<file path="src/rtl/sam_kbd_pkg.sv">
// Shared types, PS/2 prefix bytes and scan-code lookup for the SAM keyboard interface.
// Used with or without the SAMKBD_PARITY_CHECK_EN build option.
package sam_kbd_pkg;

  typedef enum logic [1:0] {
    ST_IDLE   = 2'd0,
    ST_DATA   = 2'd1,
    ST_PARITY = 2'd2,
    ST_STOP   = 2'd3
  } rx_state_t;

  typedef struct packed {
    logic       valid;
    logic [3:0] row;
    logic [2:0] col;
  } key_pos_t;

  localparam logic [7:0] KC_EXT  = 8'hE0;
  localparam logic [7:0] KC_BRK  = 8'hF0;
  localparam logic [7:0] KC_OVR0 = 8'h00;
  localparam logic [7:0] KC_OVR1 = 8'hFF;

  function automatic key_pos_t kp(input logic [3:0] row, input logic [2:0] col);
    return {1'b1, row, col};
  endfunction

  // Set-2 scan code to SAM matrix position; rows 0..7 follow addr[8..15], row 8 holds cursor keys.
  function automatic key_pos_t key_map(input logic ext, input logic [7:0] code);
    key_pos_t p;
    p = {1'b0, 4'd0, 3'd0};
    if (ext) begin
      case (code)
        8'h75:   p = kp(4'd8, 3'd1);
        8'h72:   p = kp(4'd8, 3'd2);
        8'h6B:   p = kp(4'd8, 3'd3);
        8'h74:   p = kp(4'd8, 3'd4);
        default: p = {1'b0, 4'd0, 3'd0};
      endcase
    end else begin
      case (code)
        8'h1A: p = kp(4'd0, 3'd1);  8'h22: p = kp(4'd0, 3'd2);
        8'h21: p = kp(4'd0, 3'd3);  8'h2A: p = kp(4'd0, 3'd4);
        8'h1C: p = kp(4'd1, 3'd0);  8'h1B: p = kp(4'd1, 3'd1);
        8'h23: p = kp(4'd1, 3'd2);  8'h2B: p = kp(4'd1, 3'd3);
        8'h34: p = kp(4'd1, 3'd4);
        8'h15: p = kp(4'd2, 3'd0);  8'h1D: p = kp(4'd2, 3'd1);
        8'h24: p = kp(4'd2, 3'd2);  8'h2D: p = kp(4'd2, 3'd3);
        8'h2C: p = kp(4'd2, 3'd4);
        8'h16: p = kp(4'd3, 3'd0);  8'h1E: p = kp(4'd3, 3'd1);
        8'h26: p = kp(4'd3, 3'd2);  8'h25: p = kp(4'd3, 3'd3);
        8'h2E: p = kp(4'd3, 3'd4);  8'h76: p = kp(4'd3, 3'd5);
        8'h0D: p = kp(4'd3, 3'd6);  8'h58: p = kp(4'd3, 3'd7);
        8'h45: p = kp(4'd4, 3'd0);  8'h46: p = kp(4'd4, 3'd1);
        8'h3E: p = kp(4'd4, 3'd2);  8'h3D: p = kp(4'd4, 3'd3);
        8'h36: p = kp(4'd4, 3'd4);  8'h4E: p = kp(4'd4, 3'd5);
        8'h55: p = kp(4'd4, 3'd6);  8'h66: p = kp(4'd4, 3'd7);
        8'h4D: p = kp(4'd5, 3'd0);  8'h44: p = kp(4'd5, 3'd1);
        8'h43: p = kp(4'd5, 3'd2);  8'h3C: p = kp(4'd5, 3'd3);
        8'h35: p = kp(4'd5, 3'd4);
        8'h5A: p = kp(4'd6, 3'd0);  8'h4B: p = kp(4'd6, 3'd1);
        8'h42: p = kp(4'd6, 3'd2);  8'h3B: p = kp(4'd6, 3'd3);
        8'h33: p = kp(4'd6, 3'd4);
        8'h29: p = kp(4'd7, 3'd0);  8'h3A: p = kp(4'd7, 3'd2);
        8'h31: p = kp(4'd7, 3'd3);  8'h32: p = kp(4'd7, 3'd4);
        8'h41: p = kp(4'd7, 3'd5);  8'h49: p = kp(4'd7, 3'd6);
        default: p = {1'b0, 4'd0, 3'd0};
      endcase
    end
    return p;
  endfunction

  function automatic logic [11:1] fn_mask(input logic ext, input logic [7:0] code);
    logic [11:1] m;
    case (code)
      8'h05:   m = 11'h001;
      8'h06:   m = 11'h002;
      8'h04:   m = 11'h004;
      8'h0C:   m = 11'h008;
      8'h03:   m = 11'h010;
      8'h0B:   m = 11'h020;
      8'h83:   m = 11'h040;
      8'h0A:   m = 11'h080;
      8'h01:   m = 11'h100;
      8'h09:   m = 11'h200;
      8'h78:   m = 11'h400;
      default: m = 11'h000;
    endcase
    return ext ? 11'h000 : m;
  endfunction

  // Returns {right[2:0], left[2:0]} with bit order shift, alt, ctrl; E0 12 is a fake shift and is ignored.
  function automatic logic [5:0] mod_mask(input logic ext, input logic [7:0] code);
    logic [5:0] m;
    case (code)
      8'h12:   m = ext ? 6'b000_000 : 6'b000_001;
      8'h59:   m = ext ? 6'b000_000 : 6'b001_000;
      8'h11:   m = ext ? 6'b010_000 : 6'b000_010;
      8'h14:   m = ext ? 6'b100_000 : 6'b000_100;
      default: m = 6'b000_000;
    endcase
    return m;
  endfunction

  function automatic logic parity_ok(input logic [7:0] data, input logic par);
    return ^{data, par};
  endfunction

endpackage

</file>
<file path="src/rtl/ps2_rx.sv">
// PS/2 frame receiver: synchronises the PS/2 lines, samples on falling clock edges and
// drops partial frames after an idle timeout. Emits the byte with a one-cycle valid strobe.
module ps2_rx
  import sam_kbd_pkg::*;
#(
  parameter int unsigned CLK_HZ     = 96000000,
  parameter int unsigned TIMEOUT_US = 1000
) (
  input  logic       clk_sys,
  input  logic       reset,
  input  logic       ps2_clk,
  input  logic       ps2_data,
  output logic [7:0] rx_byte,
  output logic       rx_parity,
  output logic       rx_valid
);

  localparam int unsigned TMO_CYCLES = (CLK_HZ / 32'd1000000) * TIMEOUT_US;
  localparam int unsigned TMO_W      = $clog2(TMO_CYCLES + 32'd1);
  localparam logic [TMO_W-1:0] TMO_LAST = TMO_W'(TMO_CYCLES - 32'd1);

  logic [2:0]       clk_sync_q, clk_sync_d;
  logic [1:0]       dat_sync_q, dat_sync_d;
  rx_state_t        state_q, state_d;
  logic [2:0]       bit_cnt_q, bit_cnt_d;
  logic [7:0]       shift_q, shift_d;
  logic             parity_q, parity_d;
  logic             valid_q, valid_d;
  logic [TMO_W-1:0] tmo_q, tmo_d;
  logic             fall_s, bit_s, timeout_s;

  assign fall_s    = clk_sync_q[2] & ~clk_sync_q[1];
  assign bit_s     = dat_sync_q[1];
  // An edge landing on the expiry cycle loses to the timeout.
  assign timeout_s = (state_q != ST_IDLE) && (tmo_q == TMO_LAST);

  // Next-state logic for synchronisers, frame FSM and idle timer.
  always_comb begin
    clk_sync_d = {clk_sync_q[1:0], ps2_clk};
    dat_sync_d = {dat_sync_q[0], ps2_data};
    state_d    = state_q;
    bit_cnt_d  = bit_cnt_q;
    shift_d    = shift_q;
    parity_d   = parity_q;
    valid_d    = 1'b0;
    tmo_d      = tmo_q;
    if (timeout_s) begin
      state_d   = ST_IDLE;
      bit_cnt_d = 3'd0;
      tmo_d     = {TMO_W{1'b0}};
    end else if (fall_s) begin
      tmo_d = {TMO_W{1'b0}};
      case (state_q)
        ST_IDLE: begin
          bit_cnt_d = 3'd0;
          state_d   = bit_s ? ST_IDLE : ST_DATA;
        end
        ST_DATA: begin
          shift_d   = {bit_s, shift_q[7:1]};
          bit_cnt_d = bit_cnt_q + 3'd1;
          state_d   = (bit_cnt_q == 3'd7) ? ST_PARITY : ST_DATA;
        end
        ST_PARITY: begin
          parity_d = bit_s;
          state_d  = ST_STOP;
        end
        ST_STOP: begin
          valid_d = bit_s;
          state_d = ST_IDLE;
        end
        default: state_d = ST_IDLE;
      endcase
    end else if (state_q != ST_IDLE) begin
      tmo_d = tmo_q + TMO_W'(1);
    end else begin
      tmo_d = {TMO_W{1'b0}};
    end
  end

  // State registers; lines reset to their idle-high level so release cannot fake an edge.
  always_ff @(posedge clk_sys) begin
    if (reset) begin
      clk_sync_q <= 3'b111;
      dat_sync_q <= 2'b11;
      state_q    <= ST_IDLE;
      bit_cnt_q  <= 3'd0;
      shift_q    <= 8'h00;
      parity_q   <= 1'b0;
      valid_q    <= 1'b0;
      tmo_q      <= {TMO_W{1'b0}};
    end else begin
      clk_sync_q <= clk_sync_d;
      dat_sync_q <= dat_sync_d;
      state_q    <= state_d;
      bit_cnt_q  <= bit_cnt_d;
      shift_q    <= shift_d;
      parity_q   <= parity_d;
      valid_q    <= valid_d;
      tmo_q      <= tmo_d;
    end
  end

  assign rx_byte   = shift_q;
  assign rx_parity = parity_q;
  assign rx_valid  = valid_q;

endmodule

</file>
<file path="src/rtl/sam_keyboard.sv">
// SAM Coupe keyboard from a PS/2 keyboard: scan-code decoder, 9x8 key matrix, Fn and modifier flags.
// Build option SAMKBD_PARITY_CHECK_EN discards bytes received with bad (even) parity.
module sam_keyboard
  import sam_kbd_pkg::*;
#(
  parameter int unsigned CLK_HZ     = 96000000,
  parameter int unsigned TIMEOUT_US = 1000
) (
  input  logic        clk_sys,
  input  logic        reset,
  input  logic        ps2_kbd_clk,
  input  logic        ps2_kbd_data,
  input  logic [15:0] addr,
  output logic [7:0]  key_data,
  output logic [11:1] Fn,
  output logic [2:0]  mod
);

  logic [7:0]      rx_byte;
  logic            rx_parity, rx_valid;
  logic            byte_ok_s, par_fail_s, overrun_s, unused_s;
  logic            ext_q, ext_d, brk_q, brk_d;
  logic [8:0][7:0] matrix_q, matrix_d, key_hit_s;
  logic [11:1]     fn_q, fn_d, fn_hit_s;
  logic [2:0]      mod_l_q, mod_l_d, mod_r_q, mod_r_d, mod_q, mod_d;
  logic [5:0]      mod_hit_s;
  key_pos_t        key_pos_s;
  logic [7:0]      held_s;

  ps2_rx #(
    .CLK_HZ    (CLK_HZ),
    .TIMEOUT_US(TIMEOUT_US)
  ) u_rx (
    .clk_sys  (clk_sys),
    .reset    (reset),
    .ps2_clk  (ps2_kbd_clk),
    .ps2_data (ps2_kbd_data),
    .rx_byte  (rx_byte),
    .rx_parity(rx_parity),
    .rx_valid (rx_valid)
  );

`ifdef SAMKBD_PARITY_CHECK_EN
  assign byte_ok_s  = rx_valid & parity_ok(rx_byte, rx_parity);
  assign par_fail_s = rx_valid & ~parity_ok(rx_byte, rx_parity);
  assign unused_s   = ^addr[7:0];
`else
  assign byte_ok_s  = rx_valid;
  assign par_fail_s = 1'b0;
  assign unused_s   = ^{addr[7:0], rx_parity};
`endif

  assign overrun_s = byte_ok_s && ((rx_byte == KC_OVR0) || (rx_byte == KC_OVR1));
  assign key_pos_s = key_map(ext_q, rx_byte);
  assign fn_hit_s  = fn_mask(ext_q, rx_byte);
  assign mod_hit_s = mod_mask(ext_q, rx_byte);

  // One-hot matrix mask for the decoded key.
  always_comb begin
    for (int r = 0; r < 9; r++) begin
      key_hit_s[r] = (key_pos_s.valid && (key_pos_s.row == 4'(r))) ? (8'd1 << key_pos_s.col) : 8'd0;
    end
  end

  // Decoder: prefix flags, make/break application and overrun release.
  always_comb begin
    ext_d    = ext_q;
    brk_d    = brk_q;
    matrix_d = matrix_q;
    fn_d     = fn_q;
    mod_l_d  = mod_l_q;
    mod_r_d  = mod_r_q;
    if (overrun_s) begin
      ext_d    = 1'b0;
      brk_d    = 1'b0;
      matrix_d = {72{1'b0}};
      fn_d     = 11'h000;
      mod_l_d  = 3'b000;
      mod_r_d  = 3'b000;
    end else if (par_fail_s) begin
      ext_d = 1'b0;
      brk_d = 1'b0;
    end else if (byte_ok_s && (rx_byte == KC_EXT)) begin
      ext_d = 1'b1;
    end else if (byte_ok_s && (rx_byte == KC_BRK)) begin
      brk_d = 1'b1;
    end else if (byte_ok_s) begin
      ext_d = 1'b0;
      brk_d = 1'b0;
      if (brk_q) begin
        matrix_d           = matrix_q & ~key_hit_s;
        fn_d               = fn_q & ~fn_hit_s;
        {mod_r_d, mod_l_d} = {mod_r_q, mod_l_q} & ~mod_hit_s;
      end else begin
        matrix_d           = matrix_q | key_hit_s;
        fn_d               = fn_q | fn_hit_s;
        {mod_r_d, mod_l_d} = {mod_r_q, mod_l_q} | mod_hit_s;
      end
    end else begin
      ext_d = ext_q;
      brk_d = brk_q;
    end
    mod_d = mod_l_d | mod_r_d;
  end

  // Decoder and matrix state.
  always_ff @(posedge clk_sys) begin
    if (reset) begin
      ext_q    <= 1'b0;
      brk_q    <= 1'b0;
      matrix_q <= {72{1'b0}};
      fn_q     <= 11'h000;
      mod_l_q  <= 3'b000;
      mod_r_q  <= 3'b000;
      mod_q    <= 3'b000;
    end else begin
      ext_q    <= ext_d;
      brk_q    <= brk_d;
      matrix_q <= matrix_d;
      fn_q     <= fn_d;
      mod_l_q  <= mod_l_d;
      mod_r_q  <= mod_r_d;
      mod_q    <= mod_d;
    end
  end

  // Same-cycle CPU read: row 8 only answers when every row line is high.
  always_comb begin
    held_s = 8'h00;
    for (int r = 0; r < 8; r++) begin
      held_s = held_s | (matrix_q[r] & {8{~addr[8+r]}});
    end
    held_s = held_s | (matrix_q[8] & {8{addr[15:8] == 8'hFF}});
  end

  assign key_data = ~held_s;
  assign Fn       = fn_q;
  assign mod      = mod_q;

endmodule

</file>
<file path="config.mk">
export PLATFORM = sky130hd
export DESIGN_NAME = sam_keyboard
export DESIGN_NICKNAME = d
export VERILOG_FILES = /design/src/rtl/sam_kbd_pkg.sv /design/src/rtl/ps2_rx.sv /design/src/rtl/sam_keyboard.sv
export SDC_FILE = /design/constraint.sdc
export NUM_CORES = 1
export LEC_CHECK = 0
export ABC_AREA = 1
export CAP_MARGIN = 10
export CORE_MARGIN = 5
export CORE_UTILIZATION = 60
export CTS_CLUSTER_SIZE = 24
export DETAILED_ROUTE_END_ITERATION = 8
export DONT_BUFFER_PORTS = 1
export PLACE_DENSITY = 0.82
export SLEW_MARGIN = 25
export SYNTH_ARGS = -nofsm -noshare
export SYNTH_HDL_FRONTEND = slang
export SYNTH_HIERARCHICAL = 1
export SYNTH_SLANG_ARGS = --single-unit
</file>
<file path="constraint.sdc">
create_clock -name clk_sys -period 3.1 [get_ports clk_sys]
set_clock_uncertainty 0.1 [all_clocks]
set_input_delay 0.465 -clock clk_sys [delete_from_list [all_inputs] [get_ports clk_sys]]
set_output_delay 0.465 -clock clk_sys [all_outputs]
set_load 0.02 [all_outputs]
</file>
# --- After elaboration in Yosys (flattened, before gate mapping) ---
# Memory sizes are Yosys's and may differ from the RTL's. A register that Yosys moved wholly into a read port is not among the register bits.
# Cells that the tools add are included.
# Widths: inputs -> output; s select.
word_totals:
  ff_bits: 130
  romBits: 896
  inputBits: 20
  out_inout_bits: 22
  wordCells: 178
  mem_count: 1
op_classes:
  add_sub_neg: 2
  n_eq_ne: 37
  shift: 1
  muxes: 41
  bitwise_logic: 44
  n_reduce_logical: 30
mem_list:
  columns: ["name", "depth", "width", "read_ports", "rd_clocked_by_memory_dff", "wr", "line_no", "source"]
  rows:
  - ["(no name shown)", 128, 7, 1, 1, 0, "sam_kbd_pkg.sv:40", "case (code)"]
op_table:
  columns: ["cell", "count"]
  rows:
  - ["$pmux 11 s11", 1]
  - ["$mux 8", 11]
  - ["$and 72x72->72", 1]
  - ["$and 8x8->8", 9]
  - ["$mux 72", 1]
  - ["$not 72->72", 1]
  - ["$or 72x72->72", 1]
  - ["$or 8x8->8", 8]
  - ["$eq 8x7->1 const B", 6]
  - ["$eq 8x8->1 const B", 5]
  - ["$eq 8x4->1 const B", 4]
  - ["$pmux 8 s4", 1]
  - ["$mux 3", 10]
  - ["$eq 8x3->1 const B", 3]
  - ["$eq 8x5->1 const B", 3]
  - ["$pmux 6 s4", 1]
  - ["$mux 11", 2]
  - ["$add 17x1->17 const B", 1]
  - ["$eq 17x17->1 const B", 1]
  - ["$eq 4x3->1 const B", 4]
  - ["$not 1->1", 15]
  - ["$mux 7", 2]
  - ["$logic_and 1x1->1", 13]
  - ["$and 11x11->11", 1]
  - ["35 further kinds", 50]

# --- Logic depth before layout (Yosys ltp) ---
# Gate-level depths: netlist of run 1.
depth:
  depth_word: 11
  mapped_depth: 17
  ltp_nobuf: 16

# --- Modules after synthesis ---
# Netlist of run 1, hierarchy kept.
by_module_without_submodules:
  columns: ["module", "n_inst", "cells_per_inst", "area_each_um2", "seq_area_each_um2"]
  rows:
  - ["sam_keyboard", 1, 843, 5502.8, 1881.8]
  - ["ps2_rx", 1, 219, 1635.3, 740.7]

# --- Worst setup path after synthesis of run 1 ---
# OpenSTA, ideal clock, no wires.
synth_timing:
  kind: "reg2reg"
  from: "register u_rx.shift_q[0] (netlist: u_rx/rx_byte[0])"
  to: "register with a tool-made name"
  setup_ns: 0.115
  arrival_time_ns: 2.122
  t_required_ns: 2.885
  path_slack_ns: 0.763
  path_stages_with_launch: 16
  path_buffers: 1
  synth_period_minus_slack_ns: 2.337
  cell_sequence: "dfxtp_1 -> inv_1 -> ha_1 -> nand3_4 -> nand2_1 -> nand2_1 -> clkinv_1 -> nand3_1 -> nand2_1 -> o21bai_4 -> nand3_1 -> nor2_2 -> buf_4 -> nand3_1 -> nand2_1 -> nor2_1"
synth_rtl:
  columns: ["item", "line_no", "source"]
  rows:
  - ["start, declared", "ps2_rx.sv:26", "logic [7:0] shift_q, shift_d;"]
  - ["start signal, assigned", "ps2_rx.sv:96", "shift_q <= shift_d;"]

==> flow_results.xml, run 1 <==
<?xml version="1.0" encoding="UTF-8"?>
<metrics>
  <group name="route">
    <metric name="drt-initial-drc-count" unit="">589</metric>
    <metric name="avgViaCountPerCell" unit="">5.620</metric>
    <metric name="vias" unit="">6828</metric>
    <metric name="finalWirelength" unit="um">18150</metric>
    <metric name="firstDrtPassIters" unit="">5</metric>
    <metric name="route.antenna.remaining_nets" unit="">0</metric>
    <metric name="routed_wire_length_per_instance" unit="um">14.94</metric>
    <metric name="remaining_drc_errors" unit="">0</metric>
  </group>
  <group name="timing">
    <metric name="finalCriticalPeriod" unit="ns">2.753</metric>
    <metric name="hold-worst-slack" unit="ns">0.04659</metric>
    <metric name="tightest_slew" unit="ns">0.7963</metric>
    <metric name="setup_tns" unit="ns">0</metric>
    <metric name="setup_violations" unit="">0</metric>
    <metric name="rsz0062_at_grt" unit="">false</metric>
    <metric name="max_freq" unit="GHz">0.3632</metric>
    <metric name="final-max-slew-violation-count" unit="">0</metric>
    <metric name="finalHoldViolCount" unit="">0</metric>
    <metric name="slew_headroom" unit="">0.5454</metric>
    <metric name="finalCritPeriodShare" unit="">0.8882</metric>
    <metric name="finalWorstSetupSlack" unit="ns">0.3467</metric>
  </group>
  <group name="critical_path">
    <metric name="rr_worst_depth" unit="">14</metric>
    <metric name="crit_chain" unit="">inv_1 &gt; ha_1 &gt; nand3_1 &gt; nand3_1 &gt; nand2_1 &gt; inv_1 &gt; nand2_1 &gt; nand3_1 &gt; nand2_1 &gt; nand3_1 &gt; nor2_2 &gt; nand3_1 &gt; nand2_1 &gt; nor2_1</metric>
    <metric name="worstSetupStartpointType" unit="">flip-flop</metric>
    <metric name="critical_path.max_stage_delay" unit="ns">0.50</metric>
    <metric name="critical_path.top_delay_family" unit="">simple AND/OR/NAND/NOR gates</metric>
    <metric name="timing.critical_path.arrival" unit="ns">2.97</metric>
    <metric name="worst-r2r-setup-slack" unit="ns">0.35</metric>
    <metric name="crit_type" unit="">reg2reg</metric>
    <metric name="worst_path_most_repeated_cell" unit="">sky130_fd_sc_hd__nand3_1</metric>
    <metric name="critPathRequiredTime" unit="ns">3.32</metric>
    <metric name="worstSetupEndpointType" unit="">flip-flop</metric>
    <metric name="worst-path-buf-inv" unit="">2</metric>
    <metric name="critical_path_s_slowest_cell" unit="">sky130_fd_sc_hd__dfxtp_1</metric>
    <metric name="timing.critical_path.depth" unit="">14</metric>
    <metric name="highest_fanout_seen_on_the_critical_path" unit="">10</metric>
  </group>
  <group name="floorplan">
    <metric name="std_cell_rows" unit="">39</metric>
    <metric name="die-height" unit="um">118.7</metric>
    <metric name="core_area" unit="sq mm">0.01152</metric>
    <metric name="dieWidth" unit="um">118.7</metric>
    <metric name="initial_utilization" unit="">0.6161</metric>
    <metric name="die_outline_area" unit="sq mm">0.01410</metric>
    <metric name="ioPinCount" unit="">42</metric>
  </group>
  <group name="cells_and_area">
    <metric name="final_layout_size_suffix_gt1_frac" unit="">0.1147</metric>
    <metric name="filler_cell_count" unit="">1005</metric>
    <metric name="layout.nets" unit="">1088</metric>
    <metric name="utilization" unit="">0.6816</metric>
    <metric name="area.sequential" unit="sq mm">0.002604</metric>
    <metric name="finished_layout_cell_area" unit="sq mm">0.007849</metric>
    <metric name="number_of_antenna_repair_diodes" unit="">0</metric>
    <metric name="finalNonFillerCells" unit="">1215</metric>
    <metric name="syn_to_final_growth" unit="%">10.62</metric>
    <metric name="multi_input_combinational_cell_area" unit="sq mm">0.003840</metric>
  </group>
  <group name="cts">
    <metric name="tritoncts.num_buffers" unit="">17</metric>
    <metric name="cts.path.max_buffers" unit="">2</metric>
    <metric name="htreeDepth" unit="">4</metric>
    <metric name="path_clk_slew" unit="ns">0.06</metric>
    <metric name="post_cts_buffers" unit="">0</metric>
    <metric name="cts-hold-fix-buffers" unit="">0</metric>
    <metric name="cts_root_buf" unit="">sky130_fd_sc_hd__clkbuf_16</metric>
    <metric name="clkSinkCount" unit="">130</metric>
    <metric name="worstSkewPairLatency" unit="ns">0.42</metric>
    <metric name="clock_tree_from_tritoncts" unit="">yes</metric>
  </group>
  <group name="power">
    <metric name="power_per_cell_area" unit="mW/mm^2">482.1</metric>
    <metric name="swShare" unit="">0.2136</metric>
    <metric name="leakagePower" unit="nW">3.101</metric>
    <metric name="ir_worst_vdd" unit="V">0.0003405</metric>
    <metric name="sequentialPowerShare" unit="">0.443</metric>
    <metric name="internal_power_component" unit="mW">2.976</metric>
    <metric name="netSwitchingPower" unit="uW">808.4</metric>
    <metric name="report.power.total" unit="mW">3.784</metric>
    <metric name="share_clk_of_total_power" unit="">0.536</metric>
    <metric name="comb_power_share" unit="">0.021</metric>
  </group>
  <group name="run_status">
    <metric name="outcome" unit="">completed</metric>
  </group>
  <group name="global_route">
    <metric name="grt_pass1_vias" unit="">6215</metric>
    <metric name="grt_max_degree" unit="">35</metric>
    <metric name="track_usage" unit="">0.2631</metric>
    <metric name="grt.overflow.total" unit="">0</metric>
    <metric name="antenna_found_initial" unit="">0</metric>
    <metric name="grt_pass1_wl" unit="um">30510</metric>
  </group>
  <group name="min_path">
    <metric name="hold_path_depth" unit="">1</metric>
    <metric name="hold_path_class" unit="">in2reg</metric>
  </group>
  <group name="place">
    <metric name="port_buffers" unit="">0</metric>
    <metric name="place_area" unit="sq mm">0.007242</metric>
    <metric name="detailed_place_hpwl" unit="um">12550</metric>
    <metric name="placedCellCount" unit="">1183</metric>
    <metric name="post-place-ws" unit="ns">0.1697</metric>
    <metric name="gp_congestion" unit="">0.9701</metric>
  </group>
  <group name="logic_synthesis">
    <metric name="postSynthAreaPerCell" unit="sq um">6.719</metric>
    <metric name="synthCells" unit="">1056</metric>
    <metric name="ys.warnings.count" unit="">6</metric>
    <metric name="syn_area" unit="sq mm">0.007096</metric>
    <metric name="post_synthesis_net_count" unit="">1085</metric>
  </group>
  <group name="run">
    <metric name="max_cap_viol_count" unit="">0</metric>
  </group>
</metrics>
area by class of cell:
class	count	share of cell area
clock inverters	14	0.02072
flip-flops and latches	130	0.3317
inverters	97	0.04735
repair buffers	32	0.03220
clock buffers	18	0.05595
multi-input cells	781	0.4892
well taps	143	0.02280
layout by cell type (no fill, tap or decap), types with 4 or more instances in the layout:
cell	count
sky130_fd_sc_hd__nand2_2	6
sky130_fd_sc_hd__nor2_4	11
sky130_fd_sc_hd__ha_1	9
sky130_fd_sc_hd__a221oi_1	10
sky130_fd_sc_hd__buf_4	31
sky130_fd_sc_hd__nor2_1	165
sky130_fd_sc_hd__xnor2_1	10
sky130_fd_sc_hd__dfxtp_1	129
sky130_fd_sc_hd__nand2_1	243
sky130_fd_sc_hd__nor2_2	16
sky130_fd_sc_hd__clkinv_2	6
sky130_fd_sc_hd__nand4_1	20
sky130_fd_sc_hd__nor3_1	12
sky130_fd_sc_hd__o211ai_1	4
sky130_fd_sc_hd__o21ai_0	11
sky130_fd_sc_hd__inv_2	4
sky130_fd_sc_hd__nand3_1	128
sky130_fd_sc_hd__clkbuf_16	17
sky130_fd_sc_hd__a21oi_1	97
sky130_fd_sc_hd__nand3_2	6
sky130_fd_sc_hd__inv_1	88
sky130_fd_sc_hd__or2_2	5
timing repair:
action,CTS,global route
endpoints found under the setup margin,0,12
hold endpoints to repair,0,0
gates resized for setup,0,2
power by group through the flow:
stage / Combinational [mW] / Sequential, mW / Clock [mW]
3_3_place_gp: 0.0771 / 1.71 / 0
4_1_cts: 0.0788 / 1.68 / 2.04
5_1_grt: 0.0881 / 1.67 / 2.13
3_5_place_dp: 0.0781 / 1.71 / 0
6_report: 0.0801 / 1.68 / 2.03
2_1_floorplan: 0.0585 / 1.71 / 0
layer usage:
| layer | global-route usage | up-vias | wire length [um] |
|---|---|---|---|
| met5 | 0 | - | 0 |
| met4 | 0.1122 | 0 | 532 |
| met3 | 0.06208 | 42 | 1410 |
| met2 | 0.4167 | 259 | 8278 |
| met1 | 0.3440 | 3077 | 7930 |
| li1 | - | 3450 | - |
final timing paths:
path                                 start                            end
min                            ps2_kbd_clk  u_rx/clk_sync_q[0]$_SDFF_PP1_
min reg2reg  u_rx/dat_sync_q[0]$_SDFF_PP1_  u_rx/dat_sync_q[1]$_SDFF_PP1_
max reg2reg   u_rx/rx_byte[1]$_SDFFE_PP0P_                      flip-flop
max           u_rx/rx_byte[1]$_SDFFE_PP0P_                      flip-flop
worst register-to-register path: cells and delay by family (launching register included):
family	cells	cell delay (ns)
fa+ha+maj	1	0.33
flops	1	0.50
simple gates	11	1.52
buf+inv	2	0.21
Power figures use the tool's default switching activity.
==> inputs of run 2 (changes only) <==
--- a/config.mk
+++ b/config.mk
@@ -6,9 +6,10 @@
 export NUM_CORES = 1
 export LEC_CHECK = 0
 export ABC_AREA = 1
+export ABC_CLOCK_PERIOD_IN_PS = 3100
 export CAP_MARGIN = 10
-export CORE_MARGIN = 5
 export CORE_UTILIZATION = 60
+export CTS_BUF_LIST = sky130_fd_sc_hd__clkbuf_4 sky130_fd_sc_hd__clkbuf_8
 export CTS_CLUSTER_SIZE = 24
 export DETAILED_ROUTE_END_ITERATION = 8
 export DONT_BUFFER_PORTS = 1
==> run 2 against run 1 <==
Compared with the run above:
- worst hold slack got worse by 0.020 ns
- final area down 2.7%
- critical path depth shrank 1
- sequential power about the same
- non-clock buffer count shrank 6
- first-iteration DRC count grew 8.8%
- clock-buffer cell count is the same
- maximum frequency is 3.6% lower
==> flow_results.xml, run 2 (synthesis results as in run 1) <==
<?xml version="1.0" encoding="UTF-8"?>
<metrics>
  <group name="timing">
    <metric name="finalCritPeriodShare" unit="">0.9209</metric>
    <metric name="finalCriticalPeriod" unit="ns">2.855</metric>
    <metric name="setup_tns" unit="ns">0</metric>
    <metric name="max_freq" unit="GHz">0.3503</metric>
    <metric name="final-max-slew-violation-count" unit="">0</metric>
    <metric name="setup_violations" unit="">0</metric>
    <metric name="rsz0062_at_grt" unit="">false</metric>
    <metric name="hold-worst-slack" unit="ns">0.02655</metric>
    <metric name="slew_headroom" unit="">0.5697</metric>
    <metric name="tightest_slew" unit="ns">0.6446</metric>
    <metric name="finalWorstSetupSlack" unit="ns">0.2451</metric>
    <metric name="finalHoldViolCount" unit="">0</metric>
  </group>
  <group name="floorplan">
    <metric name="die_outline_area" unit="sq mm">0.01226</metric>
    <metric name="dieWidth" unit="um">110.7</metric>
    <metric name="ioPinCount" unit="">42</metric>
    <metric name="core_area" unit="sq mm">0.01147</metric>
    <metric name="die-height" unit="um">110.7</metric>
    <metric name="initial_utilization" unit="">0.6188</metric>
    <metric name="std_cell_rows" unit="">39</metric>
  </group>
  <group name="route">
    <metric name="remaining_drc_errors" unit="">0</metric>
    <metric name="drt-initial-drc-count" unit="">641</metric>
    <metric name="route.antenna.remaining_nets" unit="">0</metric>
    <metric name="avgViaCountPerCell" unit="">5.603</metric>
    <metric name="routed_wire_length_per_instance" unit="um">14.57</metric>
    <metric name="finalWirelength" unit="um">17620</metric>
    <metric name="vias" unit="">6774</metric>
    <metric name="firstDrtPassIters" unit="">5</metric>
  </group>
  <group name="cts">
    <metric name="cts_root_buf" unit="">sky130_fd_sc_hd__clkbuf_8</metric>
    <metric name="worstSkewPairLatency" unit="ns">0.44</metric>
    <metric name="tritoncts.num_buffers" unit="">17</metric>
    <metric name="cts-hold-fix-buffers" unit="">0</metric>
    <metric name="path_clk_slew" unit="ns">0.08</metric>
    <metric name="cts.path.max_buffers" unit="">2</metric>
    <metric name="clkSinkCount" unit="">130</metric>
    <metric name="clock_tree_from_tritoncts" unit="">yes</metric>
    <metric name="htreeDepth" unit="">4</metric>
  </group>
  <group name="critical_path">
    <metric name="timing.critical_path.arrival" unit="ns">3.09</metric>
    <metric name="crit_type" unit="">reg2reg</metric>
    <metric name="critPathRequiredTime" unit="ns">3.34</metric>
    <metric name="worstSetupEndpointType" unit="">flip-flop</metric>
    <metric name="worstSetupStartpointType" unit="">flip-flop</metric>
    <metric name="highest_fanout_seen_on_the_critical_path" unit="">17</metric>
  </group>
  <group name="global_route">
    <metric name="track_usage" unit="">0.2949</metric>
    <metric name="global_route.usage.met3" unit="">0.06124</metric>
    <metric name="grt_pass1_vias" unit="">6128</metric>
    <metric name="grt.overflow.total" unit="">0</metric>
    <metric name="grt_max_degree" unit="">37</metric>
    <metric name="globalRouteMet1Util" unit="">0.3846</metric>
    <metric name="globalRouteMet2Util" unit="">0.4646</metric>
    <metric name="grt_pass1_wl" unit="um">29270</metric>
    <metric name="layer_carrying_the_most_global_route_usage" unit="">met2</metric>
    <metric name="antenna_found_initial" unit="">0</metric>
  </group>
  <group name="cells_and_area">
    <metric name="syn_to_final_growth" unit="%">7.600</metric>
    <metric name="finalNonFillerCells" unit="">1209</metric>
    <metric name="number_of_antenna_repair_diodes" unit="">0</metric>
    <metric name="layout.cells.most_common_list" unit="">sky130_fd_sc_hd__nand2_1, sky130_fd_sc_hd__nor2_1, sky130_fd_sc_hd__dfxtp_1</metric>
    <metric name="final_layout_size_suffix_gt1_frac" unit="">0.1088</metric>
    <metric name="mostFrequentLayoutCell" unit="">sky130_fd_sc_hd__nand2_1</metric>
    <metric name="filler_cell_count" unit="">1031</metric>
    <metric name="layout.nets" unit="">1082</metric>
  </group>
  <group name="place">
    <metric name="port_buffers" unit="">0</metric>
    <metric name="detailed_place_hpwl" unit="um">12230</metric>
    <metric name="gp_congestion" unit="">0.9806</metric>
    <metric name="placedCellCount" unit="">1177</metric>
    <metric name="post-place-ws" unit="ns">0.3053</metric>
  </group>
  <group name="run_status">
    <metric name="outcome" unit="">completed</metric>
  </group>
  <group name="power">
    <metric name="power_per_cell_area" unit="mW/mm^2">442.4</metric>
    <metric name="ir_worst_vdd" unit="V">0.0005735</metric>
    <metric name="leakagePower" unit="nW">2.995</metric>
    <metric name="report.power.total" unit="mW">3.377</metric>
  </group>
  <group name="min_path">
    <metric name="hold_path_class" unit="">in2reg</metric>
  </group>
  <group name="run">
    <metric name="max_cap_viol_count" unit="">0</metric>
  </group>
</metrics>
-- run 2: changes by cell type in the layout (fill, tap and decap cells not counted), sizes merged --
cell | before | now
buf | 32 | 26
clkinvlp | 1 | 2
inv | 96 | 99
bufinv | 3 | 4
clkinv | 11 | 6
-- run 2: layout make-up --
cell class | count | area (sq um) | share of cell area
multi-input combinational | 781 | 3837 | 0.5026
sequential | 130 | 2604 | 0.3410
inverter | 97 | 371.6 | 0.04867
clock buffer | 18 | 247.7 | 0.03245
clock inverter | 14 | 200.2 | 0.02622
timing repair buffer | 26 | 195.2 | 0.02557
tap | 143 | 178.9 | 0.02343
-- run 2: metal layers --
metal	wire [um]	part of all wire	vias to the layer above
met4	680	0.039	0
met5	0	0	-
met3	1192	0.068	46
met1	7871	0.45	3039
li1	-	-	3443
met2	7875	0.45	246
-- run 2: worst max-delay path, cell delays in order, from the launching register on --
cell	delay, ns
sky130_fd_sc_hd__dfxtp_1	0.74
sky130_fd_sc_hd__inv_4	0.18
sky130_fd_sc_hd__nor2_1	0.22
sky130_fd_sc_hd__nand2_1	0.17
sky130_fd_sc_hd__nand3_1	0.11
sky130_fd_sc_hd__nand2_1	0.09
sky130_fd_sc_hd__nor2_4	0.15
sky130_fd_sc_hd__nor2_1	0.09
sky130_fd_sc_hd__nor2_4	0.14
sky130_fd_sc_hd__nand3_1	0.11
sky130_fd_sc_hd__nor2_2	0.37
sky130_fd_sc_hd__nand3_1	0.14
sky130_fd_sc_hd__nand2_1	0.10
sky130_fd_sc_hd__nor2_1	0.04
-- run 2: path summary, 6_finish.rpt --
kind	startpoint	to	slack [ns]	cells after the start
max	u_rx/rx_byte[3]$_SDFFE_PP0P_	flip-flop	0.25	13
min	ps2_kbd_data	u_rx/dat_sync_q[0]$_SDFF_PP1_	0.03	1
max reg2reg	u_rx/rx_byte[3]$_SDFFE_PP0P_	flip-flop	0.25	13
min reg2reg	u_rx/clk_sync_q[0]$_SDFF_PP1_	u_rx/clk_sync_q[1]$_SDFF_PP1_	0.31	1
-- run 2: power breakdown --
part / total [mW] / internal [mW] / switching [mW]
clock network: 1.62 / 0.910 / 0.715
logic: 0.0800 / 0.0214 / 0.0586
registers: 1.67 / 1.67 / 0.00146
-- run 2: per-stage QoR --
stage	area, sq um	utilization
2_1_floorplan	7096	-
3_3_place_gp	7184	0.6265
3_5_place_dp	7184	0.6265
4_1_cts	7632	0.6656
5_1_grt	7635	0.6658
6_report	7635	0.6658
-- run 2: what timing repair did --
action / CTS / global route
setup endpoints to repair: 0 / 6
buffers inserted: 0 / 0
resized for setup: 0 / 1
hold endpoints to repair: 0 / 0
